--- src/rtl/tx_serializer_if.sv ---
// Flit handoff between the router side and tx_serializer: valid/data in, item_read back.
interface tx_serializer_if #(
  parameter int SIZE = 8
);
  logic            valid;
  logic [SIZE-1:0] parallel_in;
  logic            item_read;

  modport master (output valid, output parallel_in, input item_read);
  modport slave  (input valid, input parallel_in, output item_read);
endinterface

--- src/rtl/tx_serializer.sv ---
// Buffers parallel flits in a small FIFO and shifts each onto a 1-bit link as
// start bit, SIZE data bits LSB first, trailer 0; waits for channel_busy low to launch.
module tx_serializer #(
  parameter int SIZE  = 8,
  parameter int DEPTH = 4
) (
  input  logic             clk,
  input  logic             reset,
  tx_serializer_if.slave   in_if,
  input  logic             channel_busy,
  output logic             serial_out,
  output logic             empty
);
  localparam int PTR_W = (DEPTH > 1) ? $clog2(DEPTH) : 1;
  localparam int CNT_W = $clog2(DEPTH + 1);
  localparam int BIT_W = $clog2(SIZE + 1);
  localparam logic [CNT_W-1:0] FULL     = CNT_W'(DEPTH);
  localparam logic [BIT_W-1:0] LAST_BIT = BIT_W'(SIZE);

  typedef enum logic [1:0] {S_IDLE, S_SEND, S_TRAIL} state_t;

  state_t           state_q, state_d;
  logic [SIZE-1:0]  shreg_q, shreg_d;
  logic [BIT_W-1:0] bitcnt_q, bitcnt_d;
  logic             serial_q, serial_d;
  logic [PTR_W-1:0] wr_ptr_q, wr_ptr_d;
  logic [PTR_W-1:0] rd_ptr_q, rd_ptr_d;
  logic [CNT_W-1:0] count_q, count_d;
  logic [SIZE-1:0]  mem [DEPTH];
  logic             push;
  logic             pop;

  // Full blocks acceptance even on an edge that also pops.
  assign push            = in_if.valid & (count_q < FULL) & reset;
  assign in_if.item_read = push;
  assign serial_out      = serial_q;
  assign empty           = (count_q == '0);

  always_ff @(posedge clk) begin
    if (push) begin
      mem[wr_ptr_q] <= in_if.parallel_in;
    end
  end

  always_comb begin
    state_d  = state_q;
    shreg_d  = shreg_q;
    bitcnt_d = bitcnt_q;
    serial_d = 1'b0;
    pop      = 1'b0;
    unique case (state_q)
      S_IDLE: begin
        if ((count_q != '0) && !channel_busy) begin
          shreg_d  = mem[rd_ptr_q];
          pop      = 1'b1;
          serial_d = 1'b1;
          bitcnt_d = '0;
          state_d  = S_SEND;
        end
      end
      S_SEND: begin
        // bitcnt reaching SIZE means the last data bit is already on the line.
        if (bitcnt_q == LAST_BIT) begin
          serial_d = 1'b0;
          state_d  = S_TRAIL;
        end else begin
          serial_d = shreg_q[0];
          shreg_d  = shreg_q >> 1;
          bitcnt_d = bitcnt_q + BIT_W'(1);
        end
      end
      S_TRAIL: begin
        state_d = S_IDLE;
      end
      default: begin
        state_d = S_IDLE;
      end
    endcase
  end

  always_comb begin
    wr_ptr_d = push ? wr_ptr_q + PTR_W'(1) : wr_ptr_q;
    rd_ptr_d = pop  ? rd_ptr_q + PTR_W'(1) : rd_ptr_q;
    count_d  = count_q;
    unique case ({push, pop})
      2'b10:   count_d = count_q + CNT_W'(1);
      2'b01:   count_d = count_q - CNT_W'(1);
      default: count_d = count_q;
    endcase
  end

  always_ff @(posedge clk or negedge reset) begin
    if (!reset) begin
      state_q  <= S_IDLE;
      shreg_q  <= '0;
      bitcnt_q <= '0;
      serial_q <= 1'b0;
      wr_ptr_q <= '0;
      rd_ptr_q <= '0;
      count_q  <= '0;
    end else begin
      state_q  <= state_d;
      shreg_q  <= shreg_d;
      bitcnt_q <= bitcnt_d;
      serial_q <= serial_d;
      wr_ptr_q <= wr_ptr_d;
      rd_ptr_q <= rd_ptr_d;
      count_q  <= count_d;
    end
  end
endmodule

--- src/flat_wrapper.sv ---
// flat-port wrapper written by rule: the top's interface ports become plain ports
module tx_serializer_flat 
#(
  parameter int SIZE  = 8,
  parameter int DEPTH = 4
)
  (clk, reset, channel_busy, serial_out, empty, in_if_valid, in_if_parallel_in, in_if_item_read);
  tx_serializer_if #(.SIZE(SIZE)) in_if_i ();
  input  logic clk;
  input  logic reset;
  input  logic channel_busy;
  output logic serial_out;
  output logic empty;
  input wire logic [$bits(in_if_i.valid)-1:0] in_if_valid;
  input wire logic [$bits(in_if_i.parallel_in)-1:0] in_if_parallel_in;
  output wire logic [$bits(in_if_i.item_read)-1:0] in_if_item_read;
  assign in_if_i.valid = in_if_valid;
  assign in_if_i.parallel_in = in_if_parallel_in;
  assign in_if_item_read = in_if_i.item_read;
  tx_serializer #(.SIZE(SIZE), .DEPTH(DEPTH)) u_core (.clk(clk), .reset(reset), .in_if(in_if_i), .channel_busy(channel_busy), .serial_out(serial_out), .empty(empty));
endmodule
--- config.mk ---
export PLATFORM = sky130hd
export DESIGN_NAME = tx_serializer_flat
export DESIGN_NICKNAME = d
export VERILOG_FILES = /design/src/rtl/tx_serializer_if.sv /design/src/rtl/tx_serializer.sv /design/src/flat_wrapper.sv
export SDC_FILE = /design/constraint.sdc
export NUM_CORES = 1
export LEC_CHECK = 0
export BUFFER_PORTS_ARGS = -buffer_cell sky130_fd_sc_hd__buf_2
export CORE_ASPECT_RATIO = 1.1
export CORE_MARGIN = 5
export CORE_UTILIZATION = 59
export CTS_CLUSTER_DIAMETER = 100
export DETAILED_ROUTE_END_ITERATION = 6
export PLACE_DENSITY_LB_ADDON = 0.08
export SLEW_MARGIN = 20
export SYNTH_ARGS = -nofsm -noshare
export SYNTH_HDL_FRONTEND = slang
export SYNTH_SLANG_ARGS = --single-unit
export TNS_END_PERCENT = 10
--- constraint.sdc ---
create_clock -name clk -period 2.3 [get_ports clk]
set_input_delay 0.69 -clock clk [delete_from_list [all_inputs] [get_ports clk]]
set_output_delay 0.69 -clock clk [all_outputs]
set_load 0.005 [all_outputs]
==> results of run 1 <==
==> cell type report <==
class                   count  area share, %
clock buffers               6           2.91
clock inverters             2          0.502
inverters                  11           1.66
multi-input cells          76           26.8
flip-flops and latches     54           60.7
well taps                  50           2.51
repair buffers             21           4.92
==> logic make-up (layout without fill, tap and decap cells) <==
kind of cell / count (synthesis) / count (layout)
adders and majority gates: 8 / 8
muxes: 10 / 10
AOI/OAI and AO/OA: 15 / 15
and+or+nand+nor: 37 / 37
buffers and inverters: 16 / 40
DFF: 54 / 54
xor gates and xnor gates: 6 / 6
==> per-stage QoR <==
stage	cell area, µm²	setup slack, ns	total power (W)
2_1_floorplan	2250	0.0133	0.00216
3_5_place_dp	2410	-0.121	0.00239
4_1_cts	2490	0.193	0.00289
6_report	2490	0.196	0.00285
5_1_grt	2490	0.134	0.00306
3_3_place_gp	2410	-0.0770	0.00232
==> metal layers <==
layer	part of all wire [%]	wire length, µm
met1	44	1430
met2	50	1630
met3	4.2	135
met4	1.9	63
met5	0	0
==> registers in the layout (all words and copies together), names as in the netlist <==
signal and count:
u_core.wr_ptr_q 2, u_core.shreg_q 8, u_core.rd_ptr_q 2, u_core.mem 32
u_core.count_q 3, u_core.bitcnt_q 4, u_core.state_q 2, u_core.serial_out 1
==> final timing paths <==
path,cells past startpoint,slack [ns],from,endpoint
worst min-delay path,2,0.38,reset,u_core.shreg_q[5]
min in group clk,2,0.50,u_core.shreg_q[7],u_core.shreg_q[7]
worst max-delay path,10,0.20,channel_busy,u_core.count_q[2]
worst max register to register,9,0.24,u_core.state_q[0],u_core.count_q[2]
worst min register to register,2,0.50,u_core.shreg_q[7],u_core.shreg_q[7]
max in group asynchronous,2,1.70,reset,u_core.bitcnt_q[2]
==> power breakdown <==
part / leakage (nW) / internal, W / switching [W]
registers: 0.554 / 0.00126 / 0.000201
logic: 0.418 / 0.000469 / 0.000424
clock network: 0.0432 / 0.000215 / 0.000282
total: 1.01 / 0.00194 / 0.000907
==> cells in the final DEF (no fill, tap or decap), drive strengths merged <==
cell	count
a21o	2
and2	4
and3	1
and3b	1
buf	21
clkbuf	6
clkinv	1
dfrtp	22
edfxtp	32
fa	1
ha	7
inv	12
mux2i	2
mux4	8
nand2	5
nand2b	1
nand3	1
nand3b	1
nor2	17
nor3	1
nor3b	2
o21ai	4
o22ai	9
or2	1
or2b	1
or3	1
xnor2	4
xor2	2
==> results by group, run 1 <==
Outcome
  • Outcome: complete, no violations

Logic synthesis
  • Post-synthesis mux area share: a little under 9%
  • EDFF count, synth: 32
  • Cell taking the most area after synthesis: edfxtp_1
  • Largest family of logic cells by synthesized area: multiplexers
  • Ys async rst share: between 40% and 50%
  • Syn Area/Cell: ~15 µm²
  • Fraction of the mapped netlist area in adder cells: 4.80%
  • Post-synthesis simple-gate area fraction: approximately 8.4%
  • Main synth FF type: edfxtp_1
  • Synth top area share: between 40 and 50%
  • Sequential cell area fraction in the yosys report: ~67%
  • Register bit total from synthesis: 54
  • Post-synthesis xor/xnor area fraction: between 2 and 2.5%
  • Main area contributors after synthesis: edfxtp_1, dfrtp_1, mux4_2
  • Synth Cell Area: between 2000 and 2500 µm²
  • Most frequent cells after synthesis: edfxtp_1, dfrtp_1, nor2_1
  • Post-Syn Nets: between 150 and 200
  • Compound-Gate Fraction of Synth Area: approximately 4.6%
  • Cells after Synth: between 100 and 150
  • Synth unique cells: 30
  • Top-count cell post-synth: edfxtp_1
  • Ys Warns: 0

Timing
  • Layout Skew: 0.00669 ns
  • RSZ-0062 raised after global routing: false
  • Highest clock rate: about 0.48 GHz
  • Slew @ Worst Pin: roughly 0.58 ns
  • Hold Slack: around 0.38 ns
  • Max_slew headroom: 61.3%
  • Fin Setup TNS: 0 ns
  • Setup Viol. Count Final: 0
  • Slew Limit Fails: 0
  • Fin crit share: around 91%
  • Hold Fails Final Rpt: 0
  • Crit path time final: between 2 and 2.5 ns

Place
  • Placed Instances: 212
  • Gp weighted congestion: slightly above 0.7
  • PortBufs: 14
  • Post-detail-place hpwl: 2360 µm

Routing
  • DR iter-0 viols: 54
  • WL/cell: 14.8 µm
  • Vias post-DR: roughly 1100
  • DRT Pass-1 Iters: 4
  • ANT nets after route: 0
  • DRC violations left: 0
  • Final WL: between 3000 and 4000 µm
  • Vias per cell: around 5.2

Clocking
  • Clk pin slew, worst setup/hold paths: about 0.09 ns
  • Resized cells post-CTS: 0
  • Root Buffer Master: clkbuf_8
  • Hold buffer count at CTS: 0
  • Htree depth: 2
  • CTS tree: done
  • Setup Fix Bufs, Post-CTS: 0
  • Clk sinks: 54
  • Clock Tree Buf Depth: 2
  • Worst skew pair latency: around 0.30 ns
  • TritonCTS Buffers: 5

Floorplanning
  • Die area: between 5000 and 6000 µm²
  • Die W: roughly 69 µm
  • Row cnt: 23
  • Initial core utilization: between 60 and 70%
  • Core Box Area: approximately 3700 µm²
  • Height of the die: between 70 and 80 µm
  • I/O pins: 15

Final layout
  • Utilization after layout: between 60% and 70%
  • # diodes: 0
  • Area growth from synthesis to layout: 11.2%
  • Layout cells sized above 1: 24.7%
  • Area taken by flip-flops and latches: approximately 1500 µm²
  • Fin nets: about 190
  • Non-Filler Instances: 220
  • Multi-input logic area: roughly 670 µm²
  • Fillcell total: 264

Power and ir drop
  • LEAKAGE: roughly 1.0 nW
  • Pwr per Cell Area: between 1000 and 1500 nW/µm²
  • Max VDD drop: 0.593 mV

Setup path
  • CP required: about 2.5 ns
  • Buf/Inv on CP: 3
  • Most used cell, CP: xor2_1
  • CP cell instances: buf_2 -> or3_4 -> or2_4 -> inv_2 -> ha_4 -> inv_1 -> fa_2 -> xor2_1 -> nor2_1 -> xor2_1
  • Worst Setup Start Kind: input pin
  • Worst path slowest cell: fa_2
  • Crit path DAT: approximately 2.3 ns
  • Critical path type: input pin to register
  • Crit path max fanout: 2
  • CP Capture Type: register
  • Critical path's top delay family: simple AND/OR/NAND/NOR gates
  • CP max stage delay: 0.33 ns

GRT
  • Initial antenna violation count: 0
  • Global route hottest layer: met2
  • Met3 Use GR: just over 4%
  • First-pass GRT wire length: approximately 5500 µm
  • All-layer global routing usage: roughly 15%
  • Global-route met2 utilization: approximately a quarter
  • Largest net degree at the start of global routing: 23
  • Grt ovf: 0
  • M1 GR Usage: a little under a fifth
  • Vias in the first global route: between 1000 and 1500

Job
  • Max Cap Viol: 0

Hold path
  • Worst Hold Class: input pin to async pin
Power figures use the tool's default switching activity.
==> inputs of run 2 (changes only) <==
Settings changed: BUFFER_PORTS_ARGS -buffer_cell sky130_fd_sc_hd__buf_2 to not set, CORE_UTILIZATION 59 to 66, DONT_BUFFER_PORTS set to 1.
Clock period 2.3 ns to 2.6 ns, I/O delays scaled along.
==> results by group, run 2 (synthesis results as in run 1) <==
Place
  • Post-detail-place hpwl: 2410 µm (+1.8%)
  • Gp weighted congestion: 0.747 (+5.0%)
  • Placed Instances: 181 (-15%)
  • PortBufs: 0 (-14)

Final layout
  • Multi-input logic area: 653 µm² (-2.2%)
  • Utilization after layout: 71.6% (+3.5 points)
  • Most common cell after layout, fill and taps aside: edfxtp_1
  • Area growth from synthesis to layout: 5.64%
  • Fillcell total: 235 (-11%)
  • Top flop regs: u_core.mem (32), u_core.shreg_q (8), u_core.bitcnt_q (4)
  • # diodes: 0 (unchanged)
  • Layout cells sized above 1: 15.7% (-9.0 points)
  • Non-Filler Instances: 189 (-14%)
  • Most frequent cells in the layout: edfxtp_1, dfrtp_1, nor2_1, inv_1, mux4_2
  • Top reg by flops: u_core.mem
  • Area taken by flip-flops and latches: 1510 µm² (unchanged)
  • Largest register FFs: 32 (unchanged)
  • Fin nets: 172 (-9.0%)

Power and ir drop
  • Max VDD drop: 0.580 mV (-2.2%)
  • P_sw: 0.000797 W (-12%)
  • Clock share of power: 18.8% (+1.3 points)
  • LEAKAGE: 0.948 nW (-6.6%)
  • Int Power: 0.00171 W (-12%)
  • Logic pwr share: 29.3% (-2.0 points)
  • Pwr per Cell Area: 1060 nW/µm² (-7.6%)
  • Reg power frac: 51.9% (+0.7 points)
  • Sw frac: 31.8% (+0.037 points)

Setup path
  • R2R depth: 9 (unchanged)
  • R2R Setup Slk: 0.36 ns (+0.12 ns)
  • Reg-to-Reg End: u_core.count_q[2]
  • CP Capture Type: register
  • Crit path max fanout: 3 (+1)
  • Worst reg2reg startpoint: u_core.state_q[0]
  • CP required: 2.90 ns (+0.37 ns)
  • CP cell instances: or3_4 -> or2_4 -> inv_1 -> ha_1 -> inv_1 -> fa_1 -> xor2_1 -> nor2_1 -> xor2_1
  • Worst Setup Start Kind: register
  • Crit path DAT: 2.54 ns (+0.21 ns)
  • Worst path slowest cell: dfrtp_1
  • Critical path type: register to register
  • CP max stage delay: 0.41 ns (+0.08 ns)
  • Crit path from: u_core.state_q[0]
  • Crit path to: u_core.count_q[2]

Routing
  • DR iter-0 viols: 80 (+48%)
  • Vias per cell: 5.93 (+14%)
  • Vias post-DR: 1120 (-2.4%)
  • ANT nets after route: 0 (unchanged)
  • DRT Pass-1 Iters: 4 (unchanged)
  • WL/cell: 17.5 µm (+19%)
  • Final WL: 3310 µm (+1.9%)
  • DRC violations left: 0 (unchanged)

GRT
  • Initial antenna violation count: 0 (unchanged)
  • All-layer global routing usage: 16.5% (+1.4 points)
  • Global-route met2 utilization: 26.7% (+2.1 points)
  • Vias in the first global route: 1196 (+1.2%)
  • Met3 Use GR: 6.03% (+2.0 points)
  • Largest net degree at the start of global routing: 24 (+4.3%)
  • Grt ovf: 0 (unchanged)
  • M1 GR Usage: 20.2% (+1.1 points)
  • First-pass GRT wire length: 5610 µm (+2.4%)
  • Global route hottest layer: met2

Timing
  • Highest clock rate: approximately 0.45 GHz
  • Layout Skew: 0.00497 ns (-0.00172 ns)
  • RSZ-0062 raised after global routing: false
  • Slew Limit Fails: 0 (unchanged)
  • Setup Viol. Count Final: 0 (unchanged)
  • Hold Fails Final Rpt: 0 (unchanged)
  • Crit path time final: about 2.2 ns
  • Fin crit share: a little under nine tenths
  • Fin Setup TNS: 0 ns (unchanged)
  • Max_slew headroom: 62.5% (+1.2 points)
  • Slew @ Worst Pin: 0.563 ns (-0.0181 ns)

Clocking
  • Root Buffer Master: clkbuf_4
  • Setup Fix Bufs, Post-CTS: 0 (unchanged)
  • CTS tree: done
  • Clock Tree Buf Depth: 2 (unchanged)
  • Clk pin slew, worst setup/hold paths: 0.15 ns (+0.06 ns)
  • TritonCTS Buffers: 5 (unchanged)
  • Resized cells post-CTS: 0 (unchanged)
  • Clk sinks: 54 (unchanged)
  • Hold buffer count at CTS: 0 (unchanged)
  • Htree depth: 2 (unchanged)
  • Worst skew pair latency: 0.37 ns (+0.07 ns)

Floorplanning
  • Core Box Area: 3300 µm² (-9.6%)
  • Die area: 4660 µm² (-9.2%)
  • Row cnt: 22 (-4.3%)
  • Die W: 65.5 µm (-4.7%)
  • Height of the die: 71.1 µm (-4.7%)
  • Initial core utilization: 67.8% (+6.5 points)
  • I/O pins: 15 (unchanged)

Outcome
  • Outcome: complete, no violations

Hold path
  • Worst Hold Class: input pin to async pin

Job
  • Max Cap Viol: 0 (unchanged)
[run 2: final cells by class]
| type | instances | share of cell area [%] |
|---|---|---|
| flip-flops and latches | 54 | 63.9 |
| multi-input cells | 76 | 27.6 |
| inverters | 11 | 1.75 |
| clock buffers | 5 | 1.59 |
| well taps | 36 | 1.90 |
| repair buffers | 4 | 1.27 |
| clock inverters | 3 | 2.01 |
[run 2: power by group through the flow]
stage	clock network (W)	registers, W	logic [W]
3_3_place_gp	0	0.00131	0.000698
4_1_cts	0.000483	0.00130	0.000747
5_1_grt	0.000523	0.00133	0.000829
6_report	0.000471	0.00130	0.000734
2_1_floorplan	0	0.00122	0.000679
3_5_place_dp	0	0.00132	0.000742
[run 2: worst min-delay path by stage]
stage                           start                 end  cells after the start
floorplan           u_core.count_q[2]   u_core.count_q[2]                      1
global placement                reset  u_core.bitcnt_q[3]                      0
detailed placement              reset  u_core.bitcnt_q[3]                      0
CTS                             reset   u_core.shreg_q[5]                      0
global route                    reset   u_core.shreg_q[2]                      0
finish                          reset  u_core.bitcnt_q[2]                      0
[run 2: critical path, delay by kind of cell (launching register included)]
kind                       cells  cell delay [ns]
xor gates and xnor gates       2             0.31
buffers and inverters          2             0.15
and+or+nand+nor                3             0.75
adders and majority gates      2             0.56
DFF                            1             0.41
[run 2: through the flow]
stage	hold WS, ns	total power [W]	setup WS, ns	instance area, µm²
floorplan	0.464	0.00189	0.138	2240
global placement	0.483	0.00200	0.0996	2280
detailed placement	0.485	0.00207	0.0305	2280
global route	0.0350	0.00269	0.249	2370
CTS	0.0604	0.00253	0.346	2370
finish	0.0781	0.00250	0.360	2370
[run 2: metal layers]
layer	routed length, µm	vias to the layer above
met3	144	6
met1	1410	556
met2	1700	24
met5	0	-
li1	-	534
met4	55	0
